==> config.mk <==
export PLATFORM = sky130hd
export DESIGN_NAME = uart_wb_master
export DESIGN_NICKNAME = d
export VERILOG_FILES = /design/src/rtl/uart_wb_master.sv
export SDC_FILE = /design/constraint.sdc
export NUM_CORES = 1
export LEC_CHECK = 0
export CAP_MARGIN = 20
export CELL_PAD_IN_SITES_DETAIL_PLACEMENT = 2
export CELL_PAD_IN_SITES_GLOBAL_PLACEMENT = 2
export CORE_UTILIZATION = 30
export CTS_CLUSTER_DIAMETER = 50
export DETAILED_ROUTE_END_ITERATION = 16
export MAX_ROUTING_LAYER = met4
export PLACE_DENSITY = 0.82
export SYNTH_ARGS = -nofsm -noshare
export SYNTH_HDL_FRONTEND = slang
export SYNTH_SLANG_ARGS = --single-unit
==> constraint.sdc <==
create_clock -name clk_i -period 2.7 [get_ports clk_i]
set_clock_uncertainty 0.2 [all_clocks]
set_input_delay 0.27 -clock clk_i [delete_from_list [all_inputs] [get_ports clk_i]]
set_output_delay 0.27 -clock clk_i [all_outputs]
set_load 0.005 [all_outputs]
==> src/rtl/uart_wb_master.sv <==
// Wishbone initiator driven by a byte-serial command stream from a UART core.
// 'R' A3..A0 reads 16 bits; 'W' A3..A0 D1 D0 writes; the reply is data, 'K' or 'E'.
module uart_wb_master #(
  parameter int TIMEOUT = 1024,
  parameter int TW      = 10
) (
  input  logic        clk_i,
  input  logic        rst_i,
  input  logic [7:0]  rx_data_i,
  input  logic        rx_ready_i,
  output logic        rx_rd_o,
  output logic [7:0]  tx_data_o,
  output logic        tx_wr_o,
  input  logic        tx_busy_i,
  output logic [31:0] wb_adr_o,
  output logic [15:0] wb_dat_o,
  input  logic [15:0] wb_dat_i,
  output logic [1:0]  wb_sel_o,
  output logic        wb_we_o,
  output logic        wb_cyc_o,
  output logic        wb_stb_o,
  input  logic        wb_ack_i
);
  typedef enum logic [2:0] {IDLE, ADDR, DATA, BUS, RESP, TXW} state_t;

  localparam logic [TW-1:0] TMO_LAST = TW'(TIMEOUT - 1);

  state_t        state_q, state_d;
  logic [1:0]    cnt_q, cnt_d;
  logic [TW-1:0] tmo_q, tmo_d;
  logic [31:0]   adr_q, adr_d;
  logic [15:0]   dat_q, dat_d;
  logic [15:0]   rdata_q, rdata_d;
  logic [7:0]    tx_data_q, tx_data_d;
  logic          we_q, we_d;
  logic          cyc_q, cyc_d;
  logic          err_q, err_d;
  logic          rx_rd_q, rx_rd_d;
  logic          rx_gap_q, rx_gap_d;
  logic          tx_wr_q, tx_wr_d;
  logic          rx_state;
  logic [7:0]    resp_byte;

  assign rx_state = (state_q == IDLE) || (state_q == ADDR) || (state_q == DATA);

  // cnt_q holds the number of response bytes still to send while in RESP/TXW
  always_comb begin
    resp_byte = 8'h4B;
    if (err_q)
      resp_byte = 8'h45;
    else if (!we_q)
      resp_byte = (cnt_q == 2'd2) ? rdata_q[15:8] : rdata_q[7:0];
  end

  always_comb begin
    state_d   = state_q;
    cnt_d     = cnt_q;
    tmo_d     = tmo_q;
    adr_d     = adr_q;
    dat_d     = dat_q;
    rdata_d   = rdata_q;
    tx_data_d = tx_data_q;
    we_d      = we_q;
    cyc_d     = cyc_q;
    err_d     = err_q;
    tx_wr_d   = 1'b0;
    rx_gap_d  = rx_rd_q;
    // The cycle after a read strobe is skipped so the core can drop rx_ready_i.
    rx_rd_d   = rx_state && rx_ready_i && !rx_rd_q && !rx_gap_q;

    case (state_q)
      IDLE: begin
        if (rx_rd_q) begin
          cnt_d = 2'd0;
          if (rx_data_i == 8'h52) begin
            we_d    = 1'b0;
            state_d = ADDR;
          end else if (rx_data_i == 8'h57) begin
            we_d    = 1'b1;
            state_d = ADDR;
          end
        end
      end
      ADDR: begin
        if (rx_rd_q) begin
          adr_d = {adr_q[23:0], rx_data_i};
          cnt_d = cnt_q + 2'd1;
          if (cnt_q == 2'd3) begin
            cnt_d = 2'd0;
            if (we_q) begin
              state_d = DATA;
            end else begin
              state_d = BUS;
              cyc_d   = 1'b1;
              tmo_d   = '0;
            end
          end
        end
      end
      DATA: begin
        if (rx_rd_q) begin
          dat_d = {dat_q[7:0], rx_data_i};
          cnt_d = cnt_q + 2'd1;
          if (cnt_q == 2'd1) begin
            cnt_d   = 2'd0;
            state_d = BUS;
            cyc_d   = 1'b1;
            tmo_d   = '0;
          end
        end
      end
      BUS: begin
        if (wb_ack_i) begin
          cyc_d   = 1'b0;
          err_d   = 1'b0;
          cnt_d   = we_q ? 2'd1 : 2'd2;
          state_d = RESP;
          if (!we_q)
            rdata_d = wb_dat_i;
        end else if (tmo_q == TMO_LAST) begin
          cyc_d   = 1'b0;
          err_d   = 1'b1;
          cnt_d   = 2'd1;
          state_d = RESP;
        end else begin
          tmo_d = tmo_q + TW'(1);
        end
      end
      RESP: begin
        tx_data_d = resp_byte;
        if (!tx_busy_i) begin
          tx_wr_d = 1'b1;
          cnt_d   = cnt_q - 2'd1;
          state_d = TXW;
        end
      end
      TXW: begin
        state_d = (cnt_q == 2'd0) ? IDLE : RESP;
      end
      default: state_d = IDLE;
    endcase
  end

  always_ff @(posedge clk_i or posedge rst_i) begin
    if (rst_i) begin
      state_q   <= IDLE;
      cnt_q     <= '0;
      tmo_q     <= '0;
      adr_q     <= '0;
      dat_q     <= '0;
      rdata_q   <= '0;
      tx_data_q <= '0;
      we_q      <= 1'b0;
      cyc_q     <= 1'b0;
      err_q     <= 1'b0;
      rx_rd_q   <= 1'b0;
      rx_gap_q  <= 1'b0;
      tx_wr_q   <= 1'b0;
    end else begin
      state_q   <= state_d;
      cnt_q     <= cnt_d;
      tmo_q     <= tmo_d;
      adr_q     <= adr_d;
      dat_q     <= dat_d;
      rdata_q   <= rdata_d;
      tx_data_q <= tx_data_d;
      we_q      <= we_d;
      cyc_q     <= cyc_d;
      err_q     <= err_d;
      rx_rd_q   <= rx_rd_d;
      rx_gap_q  <= rx_gap_d;
      tx_wr_q   <= tx_wr_d;
    end
  end

  assign rx_rd_o   = rx_rd_q;
  assign tx_data_o = tx_data_q;
  assign tx_wr_o   = tx_wr_q;
  assign wb_adr_o  = adr_q;
  assign wb_dat_o  = dat_q;
  assign wb_cyc_o  = cyc_q;
  assign wb_stb_o  = cyc_q;
  assign wb_we_o   = cyc_q & we_q;
  assign wb_sel_o  = {2{cyc_q}};
endmodule

==> results.md <==
* Status: completed
* Final Max Slew Viols at 0
* # Post-CTS Setup Buffers at 0
* Cells after Synth at approximately 330
* Drc violations at 0
* CP arrival at 2.32 ns
* Die Wd at 120 um
* Die area at between 10,000 and 15,000 sq um
* Worst setup SP type: flop
* Worst EP required at 2.73 ns
* Setup-failing EPs final at 0
* Post-DP HPWL at 8100 um
* DRT Pass-1 Iters at 4
* Top Ports at ~90
* Synth warn at 0
* Max Cap Viol at 0
* Port buffer count at slightly above 90
* Routed wire length at about 11,000 um
* Top-area cell type share of the netlist area at between 50% and 60%
* Post-synth top area cell: dfrtp_1
* Largest cells by area after synthesis: dfrtp_1, mux2_2, ha_1, mux2i_1, nand2_1
* Slowest CP cell: a2111o_1
* Crit Reg-Reg Startpoint: tmo_q[0]
* Fin area at 5630 sq um
* Vias per inst at 5.05
* Cell area power density at approximately 1100 nW/um^2
* Total CTS buffers at 9
* Fin nets at roughly 450
* GRT overflow at 0
* FF+latch count, synth at 93
* Lkg Pwr at 0.00238 uW
* Clk root buf: clkbuf_16
* Largest net degree at the start of global routing at 38
* Crit end category: flop
* Final Hold Vio Count at 0
* Worst-path clk slew at 0.06 ns
* Post-synthesis sequential area ratio at between 50 and 60%
* Die height at between 100 and 150 um
* Number of global-route vias before repair at roughly 3,400
* CTS tree: done
* Gpl congestion at around 0.85
* Layout cells sized above 1 at 22.8%
* CP Class: reg -> reg
* Worst path cell trace: ha_1, and4_4, a311oi_4, buf_4, or2_4, a2111o_1
* Starting Density at between 30% and 40%
* Max clock buf depth at 2
* Core Area at approximately 13,000 sq um
* Area added between synthesis and finish at 34.8%
* WL/cell at between 15 and 20 um
* CTS Hold Bufs at 0
* Mapped Avg Cell Area at between 10 and 15 sq um
* Post-synth ARST share at between 90% and 100%
* Critical path startpoint: tmo_q[0]
* Post-synth EDFFs at 0
* Drt initial violations at 76
* Minimum clock period at approximately 2.3 ns
* Worst VDD drop at roughly 670 uV
* Worst-skew pair later-pin latency at about 0.35 ns
* Post-cts resize count at 0
* Type of the worst min-delay path: in -> async
* Unique masters post-synth at 54
* Fin cells at 597
* Pre-CTS setup slack at around 0.43 ns
* RSZ-0062 raised after global routing: no
* Final period util at a little over four fifths
* Remaining antenna violation count at 0
* Rows at 42
* Register area at approximately 2300 sq um
* Fin Setup TNS at 0 ns
* Slowest stage delay, CP at roughly 0.42 ns
* Placed cell count at around 580
* GRT Overall Usage at approximately 17%
* FF-to-FF setup slack at a little over 0.4 ns
* Max Clock Freq at between 0.4 and 0.5 GHz
* Critical Path Fanout Max at 6
* Netlist Area Pre-Place at approximately 4200 sq um
* CTS sink cnt at 93
* R2R Path End: cnt_q[0]
* Reg2reg path depth at 6
* Post-Place Cell Area at around 5300 sq um
* # fillers at between 1,000 and 1,500
* Worst hold margin at ~0.14 ns
* Synth Flop Type: dfrtp_1
* Post-route setup slack at about 0.4 ns
* Rel. slew slack at around 62%
* Number of H-tree levels at 3
* Synthesized net count at around 360
* Via count at about 3,000
* First-pass GRT wire length at between 15,000 and 20,000 um
* Area of the multi-input gates at 1710 sq um
* Initial antenna violation count at 0
* Worst-Margin Slew at between 0.5 and 0.6 ns
* Antenna Diode Count at 0
==> layout make-up <==
type	count	area share (%)
Clock buffer	11	4.31
Multi-Input combinational cell	206	30.4
Timing Repair Buffer	99	17.7
Clock inverter	5	1.89
Tap cell	176	3.91
Sequential cell	93	41.3
Inverter	7	0.533
==> kinds of logic after synthesis <==
kind of cell | count (synthesis) | share of synthesized area (%)
XOR/XNOR | 1 | 0.210
AND/OR/NAND/NOR | 71 | 10.0
flip-flops | 93 | 55.7
AO/OA/AOI/OAI | 57 | 9.97
multiplexers | 71 | 19.0
adder cells (fa/ha/maj) | 6 | 1.80
buffers and inverters | 27 | 3.38
==> layer usage <==
layer	global-route usage, %	vias up	part of all wire (%)
met1	19.1	1560	41
met4	4.22	0	0.74
met2	27.6	81	50
met5	-	-	0
li1	-	1367	-
met3	7.79	7	7.8
==> Yosys cell counts, drive strengths merged (2+ instances only) <==
| library cell | instances |
|---|---|
| nand4 | 2 |
| buf | 14 |
| and4 | 2 |
| mux2i | 6 |
| o31ai | 6 |
| o21ai | 11 |
| nor2b | 6 |
| o21a | 2 |
| nand4b | 2 |
| a21oi | 9 |
| mux2 | 65 |
| inv | 7 |
| nor4 | 5 |
| and3 | 3 |
| or2 | 3 |
| o211ai | 3 |
| nand2 | 13 |
| a41oi | 2 |
| nor3b | 4 |
| a31oi | 4 |
| clkbuf | 6 |
| nor2 | 9 |
| nor3 | 5 |
| a221o | 2 |
| a21o | 2 |
| a211oi | 5 |
| a22o | 3 |
| and3b | 2 |
| nand2b | 4 |
| nand3 | 5 |
| ha | 6 |
| o31a | 2 |
| dfrtp | 93 |
==> per-stage QoR <==
stage          power, uW  utilization, %
2_1_floorplan       3570               -
3_3_place_gp        4680            39.4
3_5_place_dp        4830            39.4
4_1_cts             6380            42.0
5_1_grt             6660            42.0
6_report            6280            42.0
==> cells in the final DEF (no fill, tap or decap), types with 5 or more instances in the layout <==
| cell | netlist | layout |
|---|---|---|
| dfrtp_1 | 93 | 93 |
| clkdlybuf4s50_1 | 0 | 91 |
| mux2_2 | 64 | 64 |
| nand2_1 | 13 | 13 |
| a21oi_1 | 9 | 9 |
| clkbuf_16 | 0 | 9 |
| nor2_1 | 8 | 8 |
| o21ai_0 | 8 | 8 |
| nor2b_1 | 6 | 6 |
| inv_1 | 7 | 6 |
| o31ai_1 | 6 | 6 |
| mux2i_1 | 6 | 6 |
| ha_1 | 6 | 6 |
| buf_4 | 4 | 6 |
| nand3_1 | 5 | 5 |
| a211oi_1 | 5 | 5 |
| nor3_1 | 5 | 5 |
| nor4_1 | 5 | 5 |
==> sequential cells by signal, indices dropped and copies added, names as in the netlist <==
| register | flops |
|---|---|
| wb_adr_o | 32 |
| rdata_q | 16 |
| wb_dat_o | 16 |
| tmo_q | 10 |
| tx_data_o | 8 |
| state_q | 3 |
| cnt_q | 2 |
| err_q | 1 |
| rx_gap_q | 1 |
| rx_rd_o | 1 |
| tx_wr_o | 1 |
| wb_cyc_o | 1 |
| we_q | 1 |
==> worst max-delay path by stage <==
stage | depth (start not counted) | to | slack [ns]
finish | 6 | cnt_q[0] | 0.41
CTS | 6 | cnt_q[0] | 0.40
floorplan | 5 | cnt_q[0] | 0.69
global route | 4 | cnt_q[0] | 0.30
global placement | 6 | cnt_q[0] | 0.53
detailed placement | 6 | cnt_q[0] | 0.43
==> where the power goes <==
part	switching, uW	internal [uW]
sequential	511	1970
combinational	906	1420
clock	547	934
==> worst max-delay path: cells and delay by family, from the launching register on <==
family	cells	cell delay, ns
AO/OA/AOI/OAI	2	0.55
flip-flops	1	0.38
AND/OR/NAND/NOR	2	0.56
adder cells (fa/ha/maj)	1	0.28
buffers and inverters	1	0.19
Note: power is estimated with default switching activity, not from simulation.
